`config.mk`:
```
export PLATFORM = sky130hd
export DESIGN_NAME = tanh4_rr_scheduler
export DESIGN_NICKNAME = d
export VERILOG_FILES = /design/src/rtl/tanh4_rr_scheduler_pkg.sv /design/src/rtl/tanh4_rr_scheduler_arb.sv /design/src/rtl/tanh4_rr_scheduler.sv
export SDC_FILE = /design/constraint.sdc
export NUM_CORES = 1
export LEC_CHECK = 0
export ABC_AREA = 1
export CORE_ASPECT_RATIO = 1.4
export CORE_MARGIN = 1.5
export CORE_UTILIZATION = 50
export DETAILED_ROUTE_END_ITERATION = 12
export DONT_BUFFER_PORTS = 1
export GPL_ROUTABILITY_DRIVEN = 0
export PLACE_DENSITY_LB_ADDON = 0.15
export SLEW_MARGIN = 15
export SYNTH_ARGS = -nofsm -noshare
export SYNTH_HDL_FRONTEND = slang
export SYNTH_SLANG_ARGS = --single-unit
```
`constraint.sdc`:
```
create_clock -name clk -period 4.4 [get_ports clk]
set_input_delay 0.88 -clock clk [delete_from_list [all_inputs] [get_ports clk]]
set_output_delay 0.88 -clock clk [all_outputs]
set_load 0.005 [all_outputs]
```
`src/rtl/tanh4_rr_scheduler_pkg.sv`:
```
// Shared types and helpers for the round-robin tanh4 scheduler.
// Holds the 4-bit approximate tanh core and the round-robin search.
package tanh4_rr_scheduler_pkg;

  localparam int TANH4_W = 4;
  localparam int MAXREQ  = 8;

  function automatic logic [TANH4_W-1:0] core(
    input logic [TANH4_W-1:0] x
  );
    logic [TANH4_W-1:0] y;
    y[0] = x[0];
    y[1] = x[0];
    y[2] = ((x[0] ^ x[1]) | x[2]) & x[1];
    y[3] = ~(x[1] ^ (x[3] | (x[0] ^ x[1])));
    return y;
  endfunction

  // First set bit of vec at or after ptr, wrapping mod n.
  // Returns ptr when vec has no set bit below n.
  function automatic logic [2:0] find_first_from(
    input logic [2:0]        ptr,
    input logic [MAXREQ-1:0] vec,
    input int                n
  );
    logic [2:0] w;
    logic       hit;
    int         idx;
    w   = ptr;
    hit = 1'b0;
    for (int k = 0; k < MAXREQ; k++) begin
      idx = (int'(ptr) + k) % n;
      if (!hit && k < n && vec[idx[2:0]]) begin
        w   = 3'(idx);
        hit = 1'b1;
      end
    end
    return w;
  endfunction

endpackage

```
`src/rtl/tanh4_rr_scheduler_arb.sv`:
```
// Round-robin arbiter: combinational winner, registered pointer.
// Ports: req_valid in, accept in (handshake taken), winner/any out.
module tanh4_rr_scheduler_arb
  import tanh4_rr_scheduler_pkg::*;
#(
  parameter int NREQ = 4,
  parameter int IDW  = 2
) (
  input  logic            clk,
  input  logic            rst_n,
  input  logic [NREQ-1:0] req_valid,
  input  logic            accept,
  output logic [IDW-1:0]  winner,
  output logic            any
);

  logic [IDW-1:0] rr_ptr;
  logic [IDW-1:0] nxt_ptr;

  assign any = |req_valid;

  assign winner = IDW'(find_first_from(
    3'(rr_ptr), MAXREQ'(req_valid), NREQ));

  assign nxt_ptr = (winner == IDW'(NREQ - 1))
                 ? '0
                 : winner + IDW'(1);

  always_ff @(posedge clk or negedge rst_n) begin
    if (!rst_n) begin
      rr_ptr <= '0;
    end else if (accept) begin
      rr_ptr <= nxt_ptr;
    end
  end

endmodule

```
`src/rtl/tanh4_rr_scheduler.sv`:
```
// Shares one tanh4 core among NREQ requesters, two-stage pipeline.
// Ports: req_valid/req_data/req_ready in, rsp_* out, busy out.
module tanh4_rr_scheduler
  import tanh4_rr_scheduler_pkg::*;
#(
  parameter int NREQ = 4,
  parameter int IDW  = 2
) (
  input  logic                    clk,
  input  logic                    rst_n,
  input  logic [NREQ-1:0]         req_valid,
  input  logic [TANH4_W*NREQ-1:0] req_data,
  output logic [NREQ-1:0]         req_ready,
  output logic                    rsp_valid,
  input  logic                    rsp_ready,
  output logic [TANH4_W-1:0]      rsp_data,
  output logic [IDW-1:0]          rsp_id,
  output logic                    busy
);

  logic               a_vld;
  logic [TANH4_W-1:0] a_x;
  logic [IDW-1:0]     a_id;
  logic               b_vld;
  logic [TANH4_W-1:0] b_y;
  logic [IDW-1:0]     b_id;

  logic               a_load;
  logic               b_load;
  logic               accept;
  logic               any;
  logic [IDW-1:0]     winner;
  logic [TANH4_W-1:0] sel_x;

  tanh4_rr_scheduler_arb #(
    .NREQ(NREQ),
    .IDW (IDW)
  ) u_arb (
    .clk      (clk),
    .rst_n    (rst_n),
    .req_valid(req_valid),
    .accept   (accept),
    .winner   (winner),
    .any      (any)
  );

  assign b_load = a_vld & (~b_vld | rsp_ready);
  assign a_load = ~a_vld | b_load;
  // rst_n gate keeps req_ready low while reset is held
  assign accept = rst_n & a_load & any;

  assign sel_x = req_data[int'(winner)*TANH4_W +: TANH4_W];

  always_comb begin
    req_ready = '0;
    for (int i = 0; i < NREQ; i++) begin
      req_ready[i] = accept & (winner == IDW'(i));
    end
  end

  always_ff @(posedge clk or negedge rst_n) begin
    if (!rst_n) begin
      a_vld <= 1'b0;
      a_x   <= '0;
      a_id  <= '0;
      b_vld <= 1'b0;
      b_y   <= '0;
      b_id  <= '0;
    end else begin
      if (b_load) begin
        b_vld <= 1'b1;
        b_y   <= core(a_x);
        b_id  <= a_id;
      end else if (rsp_ready) begin
        b_vld <= 1'b0;
      end
      if (a_load) begin
        a_vld <= any;
        if (any) begin
          a_x  <= sel_x;
          a_id <= winner;
        end
      end
    end
  end

  assign rsp_valid = b_vld;
  assign rsp_data  = b_y;
  assign rsp_id    = b_id;
  assign busy      = a_vld | b_vld;

endmodule

```
==> results.json, run 1 <==
{
  "outcome": "finished with violations",
  "violations": "design-rule violations",
  "die_width_um": 44.6,
  "drive_above_1_share_pct": 16.1,
  "worstSetupEndpointType": "output port",
  "wirelength_um": 2430,
  "swShare_pct": 55.4,
  "fp.dieH_um": 61.2,
  "setup_viol": 0,
  "synth-compound-area-share_pct": 3.51,
  "netlist_instances": 191,
  "crit_chain": "inv_2, nand2_1, nand3_1, nand2_2, nand2_4, nor2_4, nand2_4, nand2_2, inv_2, nor3_1",
  "drt_iter0_drc": 28,
  "cp.required_ns": 3.52,
  "regArea_um2": 375,
  "drc": 2,
  "tightest_slew_ns": 0.416,
  "clock_latency_ns": 0.26,
  "clockRootBuffer": "clkbuf_4",
  "io-pin-count": 35,
  "setup_tns_ns": 0,
  "cp_num_buf_inv": 2,
  "htree_levels": 1,
  "multi_input_area_um2": 742,
  "cts.sinks": 15,
  "leakage_nw": 0.741,
  "crit_slowest_cell": "dfrtp_1",
  "pwr-share-comb_pct": 67.4,
  "post-route-period-util_pct": 70.9,
  "total_power_mw": 1.04,
  "area.growth.synth_to_final_pct": 1.96,
  "wl_per_cell_um": 11.4,
  "synth_area_per_cell_um2": 6.34,
  "synth_top_family_by_area": "simple AND/OR/NAND/NOR gates",
  "first_pass_iters": 8,
  "whs_ns": 0.300,
  "clockBufferDepth": 2,
  "dieArea_um2": 2730,
  "grt_max_degree": 17,
  "yosys.area_share.simple_pct": 57.7,
  "grt_antenna_before_repair": 0,
  "port_buffers": 0,
  "hpwl_um": 1980,
  "finalHoldViolCount": 0,
  "synthAdderAreaFrac_pct": 0,
  "rsz0062_at_grt": "no",
  "rows": 20,
  "dpl.cell_count": 210,
  "crit_path_max_incr_delay_ns": 0.60,
  "maxCapViolations": 0,
  "grt_pass1_vias": 1031,
  "holdBufCountCts": 0,
  "synth_top_area_share_pct": 31.0,
  "synthMuxAreaShare_pct": 0,
  "vias": 1121,
  "viasPerCell": 5.24,
  "peakVddDrop_mv": 0.492,
  "seqPwrFrac_pct": 25.8,
  "num_antenna_cells": 0,
  "synth_area_um2": 1210,
  "min_period_ns": 3.12,
  "hold_path_class": "in -> async",
  "finish.utilization_pct": 55.4,
  "yosysWarnings": 0,
  "clkTransAtPathRegs_ns": 0.08,
  "cp_max_fo": 12,
  "synthXorXnorAreaFrac_pct": 0,
  "critPathTopFamily": "simple AND/OR/NAND/NOR gates",
  "start_util_pct": 54.4,
  "grt_pass1_wl_um": 4050,
  "yosys.cell_types.count": 17,
  "cts_tree": "yes",
  "nets": 216,
  "cp.arrival_ns": 2.24,
  "internal_power_mw": 0.462,
  "fmax_mhz": 320,
  "cts_inserted_buffers": 3,
  "yosys.area.top_type": "dfrtp_1",
  "globalRouteOverflowTotal": 0,
  "post_cts_buffers": 0,
  "fill_cells": 236,
  "instances_no_fill": 214,
  "crit_type": "reg -> out",
  "core_area_um2": 2230,
  "p_clk_share_pct": 6.9,
  "synth.net_count": 214,
  "synthTopCellsByArea": "dfrtp_1 (31%), nand2_1 (29%), nand3_1 (12%), nand2_4 (6.5%), nand2_2 (6.2%)",
  "grt_util_all_layers_pct": 19.2,
  "drtAntennaViolNets": 0,
  "crit_path_start_kind": "flip-flop",
  "power.density_nw_per_um2": 839,
  "seq_area_frac_synth_pct": 31.0,
  "relSlewSlack_pct": 72.3,
  "synth_seq_cells": 15,
  "cts_resized": 0,
  "power.switching_mw": 0.574,
  "finalMaxSlewViolations": 0,
  "worst_clock_skew_ns": 0.00135
}
-- metal layers --
metal / vias up / wire length [µm] / track usage [%]
li1: 606 / - / -
met1: 490 / 1110 / 24.1
met2: 21 / 1210 / 34.0
met3: 4 / 70 / 0.587
met4: 0 / 38 / 8.23
met5: - / 0 / 0
-- Yosys cell counts --
| library cell | n |
|---|---|
| nand3_2 | 2 |
| nand2_4 | 7 |
| o211ai_1 | 1 |
| nand2_2 | 12 |
| nand2_1 | 94 |
| o21ai_0 | 7 |
| inv_2 | 5 |
| nand3_1 | 28 |
| buf_4 | 1 |
| inv_1 | 12 |
| dfrtp_1 | 15 |
| nand4_1 | 1 |
| nor2_4 | 1 |
| or2_2 | 1 |
| buf_6 | 2 |
| nor2_1 | 1 |
| nor3_1 | 1 |
-- state kept, by name, summed over array words and instances (netlist names) --
signal	flops
rsp_id	2
a_x	4
a_id	2
u_arb.rr_ptr	2
rsp_data	3
a_vld	1
rsp_valid	1
-- power by group through the flow --
stage | Combinational [mW] | Clock (mW) | Sequential, mW
CTS | 0.702 | 0.0757 | 0.268
finish | 0.698 | 0.0714 | 0.267
global route | 0.808 | 0.0798 | 0.277
detailed placement | 0.700 | 0 | 0.269
global placement | 0.679 | 0 | 0.267
floorplan | 0.623 | 0 | 0.244
-- layout make-up --
| cell class | count | area share, % |
|---|---|---|
| flip-flops and latches | 15 | 30.4 |
| inverters | 17 | 5.17 |
| multi-input cells | 156 | 60.1 |
| clock buffers | 4 | 2.13 |
| well taps | 22 | 2.23 |
-- placed cells by master (no fill, tap or decap), drive strengths merged --
| master | Yosys | routed |
|---|---|---|
| o211ai | 1 | 1 |
| nor2 | 2 | 2 |
| nor3 | 1 | 1 |
| o21ai | 7 | 7 |
| dfrtp | 15 | 15 |
| nand4 | 1 | 1 |
| nand2 | 113 | 113 |
| nand3 | 30 | 30 |
| inv | 17 | 17 |
| or2 | 1 | 1 |
| clkbuf | 0 | 4 |
-- final timing paths --
| kind | from | end | slack (ns) | cells after the start |
|---|---|---|---|---|
| hold reg to reg | a_x[2] | a_x[2] | 0.48 | 2 |
| max in group asynchronous | rst_n | rsp_data[2] | 4.03 | 0 |
| hold / removal | rst_n | rsp_data[3] | 0.30 | 0 |
| setup / recovery | u_arb.rr_ptr[0] | req_ready[3] | 1.28 | 10 |
| setup reg to reg | u_arb.rr_ptr[0] | a_x[2] | 2.31 | 13 |
| min in group clk | a_x[2] | a_x[2] | 0.48 | 2 |
-- cell families (layout without fill, tap and decap cells) --
| group | Yosys count | after routing |
|---|---|---|
| flops | 15 | 15 |
| simple gates | 148 | 148 |
| buf+inv | 20 | 21 |
| compound gates | 8 | 8 |
-- metrics by stage --
stage               cell area, µm²  worst slack [ns]
CTS                           1230              1.27
floorplan                     1210              1.72
global placement              1210              1.59
detailed placement            1210              1.56
global route                  1230              1.07
finish                        1230              1.28
Note: power is estimated with default switching activity, not from simulation.
==> run 2: changes to the inputs <==
==> constraint.sdc (replaced) <==
create_clock -name clk -period 2.9 [get_ports clk]
set_input_delay 0.58 -clock clk [delete_from_list [all_inputs] [get_ports clk]]
set_output_delay 0.58 -clock clk [all_outputs]
set_load 0.005 [all_outputs]
==> results.json, run 2 (same netlist as run 1, synthesis figures left out) <==
{
  "drtAntennaViolNets": 0,
  "crit_path_max_incr_delay_ns": 0.41,
  "finalHoldViolCount": 0,
  "use_met2_pct": 38.1,
  "setup_tns_ns": 0,
  "regArea_um2": 375,
  "cts_inserted_buffers": 3,
  "vias": 1205,
  "drc": 2,
  "power.density_nw_per_um2": 1290,
  "violations": "design-rule violations",
  "final_cell_mix": "nand2_1 (94), nand3_1 (28), dfrtp_1 (15), inv_1 (12), nand2_2 (12)",
  "maxCapViolations": 0,
  "grt_antenna_before_repair": 0,
  "clockBufferDepth": 2,
  "peakVddDrop_mv": 0.675,
  "worstSetupEndpointType": "output port",
  "cts.sinks": 15,
  "finalMaxSlewViolations": 0,
  "clock_latency_ns": 0.28,
  "first_pass_iters": 8,
  "htree_levels": 1,
  "globalRouteOverflowTotal": 0,
  "hpwl_um": 2050,
  "leakage_nw": 0.750,
  "wirelength_um": 2650,
  "cp.required_ns": 2.32,
  "viasPerCell": 5.58,
  "core_area_um2": 2230,
  "gr-usage-met1_pct": 24.6,
  "grt_util_all_layers_pct": 20.4,
  "clkTransAtPathRegs_ns": 0.09,
  "rsz0062_at_grt": "no",
  "die_width_um": 44.6,
  "tightest_slew_ns": 0.679,
  "post-route-period-util_pct": 91.1,
  "dieArea_um2": 2730,
  "num_antenna_cells": 0,
  "grt_pass1_vias": 999,
  "cp_max_fo": 12,
  "cts_resized": 0,
  "crit_type": "reg -> out",
  "nets": 218,
  "multi_input_area_um2": 742,
  "min_period_ns": 2.64,
  "crit_chain": "inv_2, nand2_1, nand3_1, nand2_2, nand2_2, nand2_1, nand2_1, nand2_4, nand2_2, inv_2, nor3_1",
  "cts_tree": "yes",
  "worst_clock_skew_ns": 0.00582,
  "hold_path_class": "in -> reg",
  "setup_viol": 0,
  "use_met3_pct": 1.17,
  "clockRootBuffer": "clkbuf_4",
  "top_usage_layer": "met2",
  "outcome": "finished with violations",
  "start_util_pct": 54.4,
  "drive_above_1_share_pct": 16.5,
  "drt_iter0_drc": 30,
  "final_common_cell": "nand2_1",
  "area.growth.synth_to_final_pct": 3.41,
  "cp.arrival_ns": 2.06,
  "largest_register": "a_x",
  "port_buffers": 0,
  "crit_slowest_cell": "dfrtp_1",
  "grt_max_degree": 16,
  "grt_pass1_wl_um": 4240,
  "relSlewSlack_pct": 54.6,
  "io-pin-count": 35,
  "fill_cells": 229,
  "fmax_mhz": 379,
  "crit_path_start_kind": "flip-flop",
  "largest_reg_flops": 4,
  "finish.utilization_pct": 56.2,
  "fp.dieH_um": 61.2,
  "wl_per_cell_um": 12.3,
  "rows": 20
}
run 2: cell types whose count changed in the layout (fill, tap and decap cells not counted), sizes merged:
cell and change:
dlygate4sd3 +1, buf +1
run 2: through the flow:
step / hold WS (ns) / setup slack, ns / instances / total power [mW] / cell area, µm²
final: 0.479 / 0.260 / 216 / 1.61 / 1250
after global routing: 0.490 / 0.0829 / 216 / 1.80 / 1250
after CTS: 0.473 / 0.283 / 216 / 1.61 / 1250
after detailed placement: 0.285 / 0.597 / 211 / 1.48 / 1220
after global placement: 0.285 / 0.648 / 211 / 1.46 / 1220
after floorplan: 0.284 / 0.819 / 191 / 1.32 / 1210
run 2: final timing paths:
check                                start              end  slack (ns)  depth (start not counted)
setup / recovery           u_arb.rr_ptr[0]     req_ready[3]        0.26                         11
hold / removal                   rsp_ready        rsp_valid        0.48                          3
setup reg to reg           u_arb.rr_ptr[0]  u_arb.rr_ptr[1]        0.99                         11
hold reg to reg                    a_id[1]        rsp_id[1]        0.48                          2
max in group asynchronous            rst_n           a_x[0]        1.69                          1
min in group asynchronous            rst_n        rsp_valid        0.77                          1
run 2: layer usage:
layer	up-vias	routed length [µm]
met5	-	0
met4	0	40
met3	6	125
met2	37	1340
met1	554	1140
li1	608	-
run 2: power breakdown:
part / internal, mW / switching, mW / leakage [nW] / total, mW
clock network: 0.0533 / 0.0647 / 0.0150 / 0.118
registers: 0.307 / 0.0743 / 0.182 / 0.381
logic: 0.351 / 0.762 / 0.553 / 1.11
total: 0.712 / 0.901 / 0.750 / 1.61
run 2: cell type report:
type                    instances  area share (%)
clock buffers                   4            2.10
inverters                      17            5.09
multi-input cells             156            59.2
flip-flops and latches         15            30.0
well taps                      22            2.20
repair buffers                  2            1.40
run 2: worst max-delay path, delay by kind of cell, from the launching register on:
family / cells / cell delay, ns
flip-flops: 1 / 0.41
buffers and inverters: 2 / 0.27
AND/OR/NAND/NOR: 9 / 1.09
run 2: repair_timing:
item                                   in CTS  in global routing
hold buffers                                1                  0
buffers inserted                            0                  0
endpoints found under the hold margin      15                  0
==> run 3: changes to the inputs <==
==> constraint.sdc (replaced) <==
create_clock -name clk -period 2.8 [get_ports clk]
set_input_delay 0.56 -clock clk [delete_from_list [all_inputs] [get_ports clk]]
set_output_delay 0.56 -clock clk [all_outputs]
set_load 0.005 [all_outputs]
==> results.json, run 3 (same netlist as run 1, synthesis figures left out) <==
{
  "outcome": "finished with violations",
  "violations": "design-rule violations",
  "crit_path_max_incr_delay_ns": 0.40,
  "dpl.cell_count": 211,
  "post_cts_buffers": 0,
  "grt_pass1_vias": 1007,
  "cp.arrival_ns": 2.04,
  "leakage_nw": 0.750,
  "fill_cells": 237,
  "drive_above_1_share_pct": 16.5,
  "tightest_slew_ns": 0.682,
  "finalHoldViolCount": 0,
  "clkTransAtPathRegs_ns": 0.09,
  "drt_iter0_drc": 45,
  "setup_ws_ns": 0.198,
  "drc": 2,
  "wirelength_um": 2670,
  "rows": 20,
  "fmax_mhz": 384,
  "hold_start": "rsp_ready",
  "cp_num_buf_inv": 3,
  "worst_clock_skew_ns": 0.00260,
  "dieArea_um2": 2730,
  "htree_levels": 1,
  "grt_pass1_wl_um": 4160,
  "hpwl_um": 2040,
  "grt_max_degree": 16,
  "hold_path_class": "in -> reg",
  "crit_path_start_kind": "flip-flop",
  "crit_type": "reg -> out",
  "total_power_mw": 1.68,
  "io-pin-count": 35,
  "nets": 218,
  "whs_ns": 0.450,
  "start_util_pct": 54.4,
  "cp.required_ns": 2.24,
  "vias": 1182,
  "power.density_nw_per_um2": 1340,
  "setup_viol": 0,
  "fp.dieH_um": 61.2,
  "final_cell_mix": "nand2_1 (94), nand3_1 (28), dfrtp_1 (15), inv_1 (12), nand2_2 (12)",
  "largest_reg_flops": 4,
  "num_antenna_cells": 0,
  "wl_per_cell_um": 12.4,
  "cp_max_fo": 12,
  "port_buffers": 0,
  "clockBufferDepth": 2,
  "viasPerCell": 5.47,
  "drtAntennaViolNets": 0,
  "place_ws_ns": 0.525,
  "core_area_um2": 2230,
  "critPathTopFamily": "simple AND/OR/NAND/NOR gates",
  "cts_inserted_buffers": 3,
  "first_pass_iters": 8,
  "final_common_cell": "nand2_1",
  "grt_antenna_before_repair": 0,
  "crit_slowest_cell": "dfrtp_1",
  "setup_tns_ns": 0,
  "clockRootBuffer": "clkbuf_4",
  "maxCapViolations": 0,
  "grt_util_all_layers_pct": 20.5,
  "globalRouteOverflowTotal": 0,
  "min_period_ns": 2.60,
  "post-route-period-util_pct": 92.9,
  "largest_register": "a_x",
  "rr_startpoint": "u_arb.rr_ptr[0]",
  "worstSetupEndpointType": "output port",
  "instances_no_fill": 216,
  "cts.sinks": 15,
  "crit_start": "u_arb.rr_ptr[0]",
  "finalMaxSlewViolations": 0,
  "area.growth.synth_to_final_pct": 3.41,
  "relSlewSlack_pct": 54.4,
  "cts_tree": "yes",
  "rsz0062_at_grt": "no",
  "peakVddDrop_mv": 0.756,
  "clock_latency_ns": 0.29,
  "die_width_um": 44.6,
  "crit_chain": "inv_2, nand2_1, nand3_1, nand2_2, nand2_4, inv_2, nand2_4, nand2_4, nand2_2, inv_2, nor3_1"
}
run 3: cell counts in the layout (fill, tap and decap cells not counted):
No cell type changed its count.
run 3: area by class of cell:
type | count | area (µm²) | area share, %
Timing Repair Buffer | 2 | 17.5 | 1.40
Tap cell | 22 | 27.5 | 2.20
Multi-Input combinational cell | 156 | 742 | 59.2
Clock buffer | 4 | 26.3 | 2.10
Sequential cell | 15 | 375 | 30.0
Inverter | 17 | 63.8 | 5.09
run 3: power breakdown:
part           switching [mW]  internal, mW
Sequential             0.0781         0.318
Clock                  0.0701        0.0554
Combinational           0.792         0.364
run 3: timing repair:
action | in CTS | in global routing
hold buffers | 1 | 0
hold endpoints to repair | 15 | 0
gates resized for setup | 0 | 0
run 3: layer usage:
| layer | up-vias | GRT usage, % | share of wire [%] | wire [µm] |
|---|---|---|---|---|
| met2 | 46 | 36.0 | 48 | 1280 |
| met5 | - | 0 | 0 | 0 |
| met1 | 526 | 24.4 | 45 | 1210 |
| met3 | 7 | 0.587 | 3.9 | 103 |
| met4 | 0 | 12.6 | 2.8 | 74 |
| li1 | 603 | - | - | - |
run 3: final timing paths:
path,endpoint,slack (ns),cells after the start
worst max-delay path,req_ready[3],0.20,11
worst min-delay path,rsp_valid,0.45,3
worst max register to register,u_arb.rr_ptr[1],0.93,12
worst min register to register,a_x[2],0.49,2
max in group asynchronous,u_arb.rr_ptr[1],1.62,1
min in group asynchronous,a_id[0],0.75,1
run 3: worst reg2reg max path, stage by stage (launching register included):
cell	delay, ns
dfrtp_1	0.40
inv_2	0.23
nand2_1	0.15
nand3_1	0.11
nand2_2	0.12
nand2_4	0.12
inv_2	0.05
nand2_4	0.10
nand2_4	0.10
nand2_2	0.08
inv_2	0.05
nand3_1	0.11
o211ai_1	0.13
run 3: metrics by stage:
| stage | util, % | instance area, µm² |
|---|---|---|
| global placement | 54.6 | 1220 |
| floorplan | - | 1210 |
| global route | 56.2 | 1250 |
| finish | 56.2 | 1250 |
| CTS | 56.2 | 1250 |
| detailed placement | 54.6 | 1220 |
